===== config.mk =====
export PLATFORM = sky130hd
export DESIGN_NAME = f_pc_unit
export DESIGN_NICKNAME = d
export VERILOG_FILES = /design/src/rtl/f_pc_unit_pkg.sv /design/src/rtl/f_npc_calc.sv /design/src/rtl/f_pc_unit.sv
export SDC_FILE = /design/constraint.sdc
export NUM_CORES = 1
export LEC_CHECK = 0
export ABC_CLOCK_PERIOD_IN_PS = 5200
export BUFFER_PORTS_ARGS = -buffer_cell sky130_fd_sc_hd__clkbuf_2
export CORE_ASPECT_RATIO = 0.6
export CORE_MARGIN = 4
export CORE_UTILIZATION = 55
export CTS_BUF_LIST = sky130_fd_sc_hd__clkbuf_8
export DETAILED_ROUTE_END_ITERATION = 6
export PLACE_DENSITY_LB_ADDON = 0.2
export SKIP_LAST_GASP = 1
export SLEW_MARGIN = 20
export SYNTH_ARGS = -nofsm -noshare
export SYNTH_HDL_FRONTEND = slang
export SYNTH_SLANG_ARGS = --single-unit

===== constraint.sdc =====
create_clock -name clk -period 5.2 [get_ports clk]
set_clock_uncertainty 0.2 [all_clocks]
set_input_delay 1.04 -clock clk [delete_from_list [all_inputs] [get_ports clk]]
set_output_delay 1.04 -clock clk [all_outputs]
set_load 0.05 [all_outputs]

===== src/rtl/f_pc_unit_pkg.sv =====
// f_pc_unit_pkg: next-PC kind codes and fetch address map shared by the fetch stage
package f_pc_unit_pkg;
    typedef enum logic [2:0] {
        npc_seq    = 3'd0,
        npc_branch = 3'd1,
        npc_j      = 3'd2,
        npc_jr     = 3'd3,
        npc_eret   = 3'd4
    } npc_op_e;
    localparam logic [31:0] DEF_PC_RESET   = 32'h0000_3000;
    localparam logic [31:0] DEF_PC_HANDLER = 32'h0000_4180;
    localparam logic [31:0] DEF_IM_LO      = 32'h0000_3000;
    localparam logic [31:0] DEF_IM_HI      = 32'h0000_6ffc;
endpackage


===== src/rtl/f_npc_calc.sv =====
// f_npc_calc: combinational next-PC selection from the D-stage control and operands
module f_npc_calc import f_pc_unit_pkg::*; (
    input  logic [2:0]  NPCOp,
    input  logic        Flag,
    input  logic [31:0] F_PC,
    input  logic [31:0] D_PC,
    input  logic [15:0] D_Imm16,
    input  logic [25:0] D_Index,
    input  logic [31:0] D_RsData,
    input  logic [31:0] EPC,
    output logic [31:0] npc
);
    logic [31:0] seq_pc;
    logic [31:0] br_pc;
    logic [31:0] j_pc;
    // branch offset is relative to the delay slot; j keeps the region bits of the jump itself
    always_comb begin
        seq_pc = F_PC + 32'd4;
        br_pc  = D_PC + 32'd4 + {{14{D_Imm16[15]}}, D_Imm16, 2'b00};
        j_pc   = {D_PC[31:28], D_Index, 2'b00};
        npc    = (NPCOp == npc_branch && Flag) ? br_pc :
                 (NPCOp == npc_j)              ? j_pc :
                 (NPCOp == npc_jr)             ? D_RsData :
                 (NPCOp == npc_eret)           ? EPC : seq_pc;
    end
endmodule


===== src/rtl/f_pc_unit.sv =====
// f_pc_unit: fetch PC register with exception/stall priority and fetch-side status flags
module f_pc_unit import f_pc_unit_pkg::*; #(
    parameter logic [31:0] PC_RESET   = DEF_PC_RESET,
    parameter logic [31:0] PC_HANDLER = DEF_PC_HANDLER,
    parameter logic [31:0] IM_LO      = DEF_IM_LO,
    parameter logic [31:0] IM_HI      = DEF_IM_HI
) (
    input  logic        clk,
    input  logic        reset,
    input  logic        Stall,
    input  logic        Req,
    input  logic [2:0]  NPCOp,
    input  logic        Flag,
    input  logic [31:0] D_PC,
    input  logic [15:0] D_Imm16,
    input  logic [25:0] D_Index,
    input  logic [31:0] D_RsData,
    input  logic [31:0] EPC,
    output logic [31:0] F_PC,
    output logic        F_BD,
    output logic        F_ExcAdEL,
    output logic        F_Flush
);
    logic [31:0] npc;
    f_npc_calc u_npc (
        .NPCOp   (NPCOp),
        .Flag    (Flag),
        .F_PC    (F_PC),
        .D_PC    (D_PC),
        .D_Imm16 (D_Imm16),
        .D_Index (D_Index),
        .D_RsData(D_RsData),
        .EPC     (EPC),
        .npc     (npc)
    );
    // reset beats exception entry, which beats stall, which beats normal redirect
    always_ff @(posedge clk) begin
        if (reset)
            F_PC <= PC_RESET;
        else if (Req)
            F_PC <= PC_HANDLER;
        else if (!Stall)
            F_PC <= npc;
    end
    // status seen by F/D and CP0: delay-slot marker, fetch address error, eret bubble
    always_comb begin
        F_BD      = (NPCOp == npc_branch) || (NPCOp == npc_j) || (NPCOp == npc_jr);
        F_ExcAdEL = (F_PC[1:0] != 2'b00) || (F_PC < IM_LO) || (F_PC > IM_HI);
        F_Flush   = (NPCOp == npc_eret) && !Stall && !Req;
    end
endmodule


==> results.sh <==
export IMPL_setup_tns_ns=0
export IMPL_antenna_left=0
export IMPL_wl_per_cell_um=20.3
export IMPL_crit_top_cell="ha_1"
export IMPL_hold_viol_final=0
export IMPL_row_count=27
export IMPL_critical_path_buf_inv_count=1
export IMPL_fin_crit_sh=0.781
export IMPL_clock_path_buffers=2
export IMPL_cp_endpoint="F_PC[25]$_SDFFE_PP0N_"
export IMPL_area_growth_pct=20.7
export IMPL_clk_latency_ns=0.30
export IMPL_relSlewSlack=0.373
export IMPL_holdWs_ns=0.365
export IMPL_io_buffers=180
export IMPL_syn_cell_area_sq_um=5150
export IMPL_reg_largest_list="F_PC x32"
export IMPL_antenna_found_initial=0
export IMPL_num_nets_final=1084
export IMPL_drtIter0Drc=904
export IMPL_ys_warn_count=0
export IMPL_grt_pass1_vias=5838
export IMPL_antenna_cells=0
export IMPL_top_layer_used="met4"
export IMPL_numClockSinks=32
export IMPL_tightestPinTransition_ns=0.940
export IMPL_drt_wl_total_um=20500
export IMPL_syn_num_nets=928
export IMPL_nFillCells=818
export IMPL_ir_drop_mv=0.120
export IMPL_synth_seq_cells=32
export IMPL_start_util=0.563
export IMPL_critical_path_depth=11
export IMPL_drc=0
export IMPL_cpPeakStageDelay_ns=0.49
export IMPL_min_period_ns=4.06
export IMPL_worstPathArrival_ns=4.10
export IMPL_io_pins=181
export IMPL_grt_start_max_net_pins=39
export IMPL_rsz0062_at_grt="no"
export IMPL_min_path_type="reg -> reg"
export IMPL_die_h_um=83.0
export IMPL_synth_cells=723
export IMPL_clk_pin_slew_worst_paths_ns=0.08
export IMPL_final_area_sq_um=6220
export IMPL_critPathCaptureType="register"
export IMPL_cts_tree="yes"
export IMPL_drv_cap=0
export IMPL_synthesis_area_per_instance_sq_um=7.13
export IMPL_crit_path_max_fanout=8
export IMPL_wl_met3_um=2440
export IMPL_postCtsHoldBufs=0
export IMPL_ff2ff_path_depth=8
export IMPL_regMostFlops="F_PC"
export IMPL_grt_overflow=0
export IMPL_cts_htree_levels=2
export IMPL_largest_register_ffs=32
export IMPL_dr_pass1_iters=5
export IMPL_startpoint="D_PC[3]"
export IMPL_placedInstanceArea_sq_um=6130
export IMPL_r2r_setup_slack_ns=2.26
export IMPL_ys_types=64
export IMPL_required_ns=5.24
export IMPL_vias=6622
export IMPL_slowest_stage="a211oi_1"
export IMPL_slew_violations=0
export IMPL_rr_endpoint="F_PC[24]$_SDFFE_PP0N_"
export IMPL_power_leakage_uw=0.00286
export IMPL_cts_buffers_inserted=5
export IMPL_r2r_start="F_PC[2]$_SDFFE_PP0N_"
export IMPL_hpwl_um=16300
export IMPL_postCtsSetupBuffers=0
export IMPL_path_delay_family="compound AO/OA/AOI/OAI gates"
export IMPL_ctsResizeCount=0
export IMPL_globalRouteTotalUtil=0.346
export IMPL_finalSetupViolCount=0
export IMPL_die_w_um=133
export IMPL_die_area_sq_um=11000
export IMPL_drive_above_1_share=0.244
export IMPL_routed_via_density=6.56
export IMPL_ys_seq_area_frac=0.124
export IMPL_status="completed"
export IMPL_cp_start_kind="primary input"
export IMPL_wl_met1_um=9470
export IMPL_synth_edff_count=0
export IMPL_cts_root_buf="clkbuf_8"
export IMPL_synth_async_reset_ratio=0
export IMPL_core_area_sq_um=9160
export IMPL_synth_ff_type="dfxtp_1"
export IMPL_wl_met2_um=8290
export IMPL_max_freq_ghz=0.246
export IMPL_p_total_uw=1100
export IMPL_crit_chain="clkbuf_2 -> ha_1 -> ha_1 -> fa_1 -> a211oi_1 -> o211ai_1 -> nand3_1 -> o21ai_1 -> a31o_2 -> a2111oi_2 -> o311a_1"
export IMPL_p_per_area_nw_per_um2=177
export IMPL_gp_congestion=1.00
export IMPL_path_class="in -> reg"
export IMPL_grt_pass1_wl_um=31300
metal layers:
metal | vias to the layer above | GRT usage
met5 | - | 0
met4 | 0 | 0.0481
met3 | 32 | 0.0854
met2 | 457 | 0.496
met1 | 3076 | 0.528
li1 | 3057 | -
worst min path at each step:
stage | from | endpoint | slack [ns] | depth (start not counted)
3_3_place_gp | F_PC[1]$_SDFFE_PP0N_ | F_PC[1]$_SDFFE_PP0N_ | 0.33 | 2
5_1_grt | F_PC[2]$_SDFFE_PP0N_ | F_PC[2]$_SDFFE_PP0N_ | 0.39 | 2
6_report | F_PC[2]$_SDFFE_PP0N_ | F_PC[2]$_SDFFE_PP0N_ | 0.37 | 2
3_5_place_dp | F_PC[1]$_SDFFE_PP0N_ | F_PC[1]$_SDFFE_PP0N_ | 0.34 | 2
4_1_cts | F_PC[1]$_SDFFE_PP0N_ | F_PC[1]$_SDFFE_PP0N_ | 0.36 | 2
2_1_floorplan | F_PC[1]$_SDFFE_PP0N_ | F_PC[1]$_SDFFE_PP0N_ | 0.54 | 2
cells by family after synthesis:
kind of cell    synth area share
flops                      0.124
fa+ha+maj                  0.145
mux                       0.0493
simple gates               0.256
buf+inv                   0.0430
compound gates             0.308
xor+xnor                  0.0748
layout make-up:
class / instances / area (sq um) / share of cell area
multi-input cells: 635 / 4300 / 0.691
inverters: 16 / 60.1 / 0.00965
flip-flops and latches: 32 / 641 / 0.103
repair buffers: 189 / 968 / 0.156
clock buffers: 6 / 82.6 / 0.0133
well taps: 130 / 163 / 0.0261
clock inverters: 2 / 10.0 / 0.00161
per-stage QoR:
stage          setup slack, ns   util  std cells
4_1_cts                   1.18  0.680       1010
3_5_place_dp             0.901  0.669       1002
5_1_grt                   1.05  0.680       1010
3_3_place_gp              1.02  0.669       1002
6_report                  1.14  0.680       1010
2_1_floorplan             1.18      -        723
tightest hold or removal path: stages, from the launching register on:
cell and delay [ns]:
dfxtp_1 0.37, nand3_1 0.08, o21ai_0 0.07
cell usage in the layout, fill, tap and decap left out, drive strengths merged, types with 4 or more instances in the layout:
| master | n |
|---|---|
| nor4 | 12 |
| dfxtp | 32 |
| nor3 | 20 |
| a21oi | 67 |
| a311oi | 4 |
| o22ai | 10 |
| a211o | 4 |
| a31o | 6 |
| o21bai | 5 |
| buf | 9 |
| and3 | 12 |
| xor2 | 19 |
| ha | 58 |
| nor2 | 56 |
| nand2 | 72 |
| xnor2 | 25 |
| clkbuf | 186 |
| nor2b | 7 |
| a211oi | 21 |
| and2 | 6 |
| nand3b | 4 |
| or3 | 4 |
| nand4 | 19 |
| a2111oi | 4 |
| inv | 16 |
| a21o | 8 |
| nand3 | 32 |
| a22oi | 4 |
| a31oi | 4 |
| o211ai | 16 |
| nand2b | 10 |
| a221oi | 9 |
| mux2i | 22 |
| o21ai | 60 |
synth_stat cells (7+ instances only):
master    number  area, sq um
xor2_1        19          166
nand2_1       72          270
clkbuf_1      33          124
and3_1        11         68.8
nand2b_1      10         62.6
nor3_1        20          100
a221oi_1       9         78.8
o21ai_0       58          290
nor2b_1        7         43.8
o211ai_1      16          120
a211oi_1      20          150
dfxtp_1       32          641
xnor2_1       25          219
a21oi_1       67          335
ha_1          58          726
a21o_1         8         60.1
inv_1         16         60.1
nor2_1        56          210
nor4_1        10         62.6
mux2i_1       22          220
nand3_1       32          160
nand4_1       19          119
o22ai_1       10         62.6
report_power, final:
part | total (uW) | internal [uW] | switching (uW)
registers | 279 | 257 | 22.5
logic | 608 | 227 | 380
clock network | 217 | 106 | 111
Power figures use the tool's default switching activity.
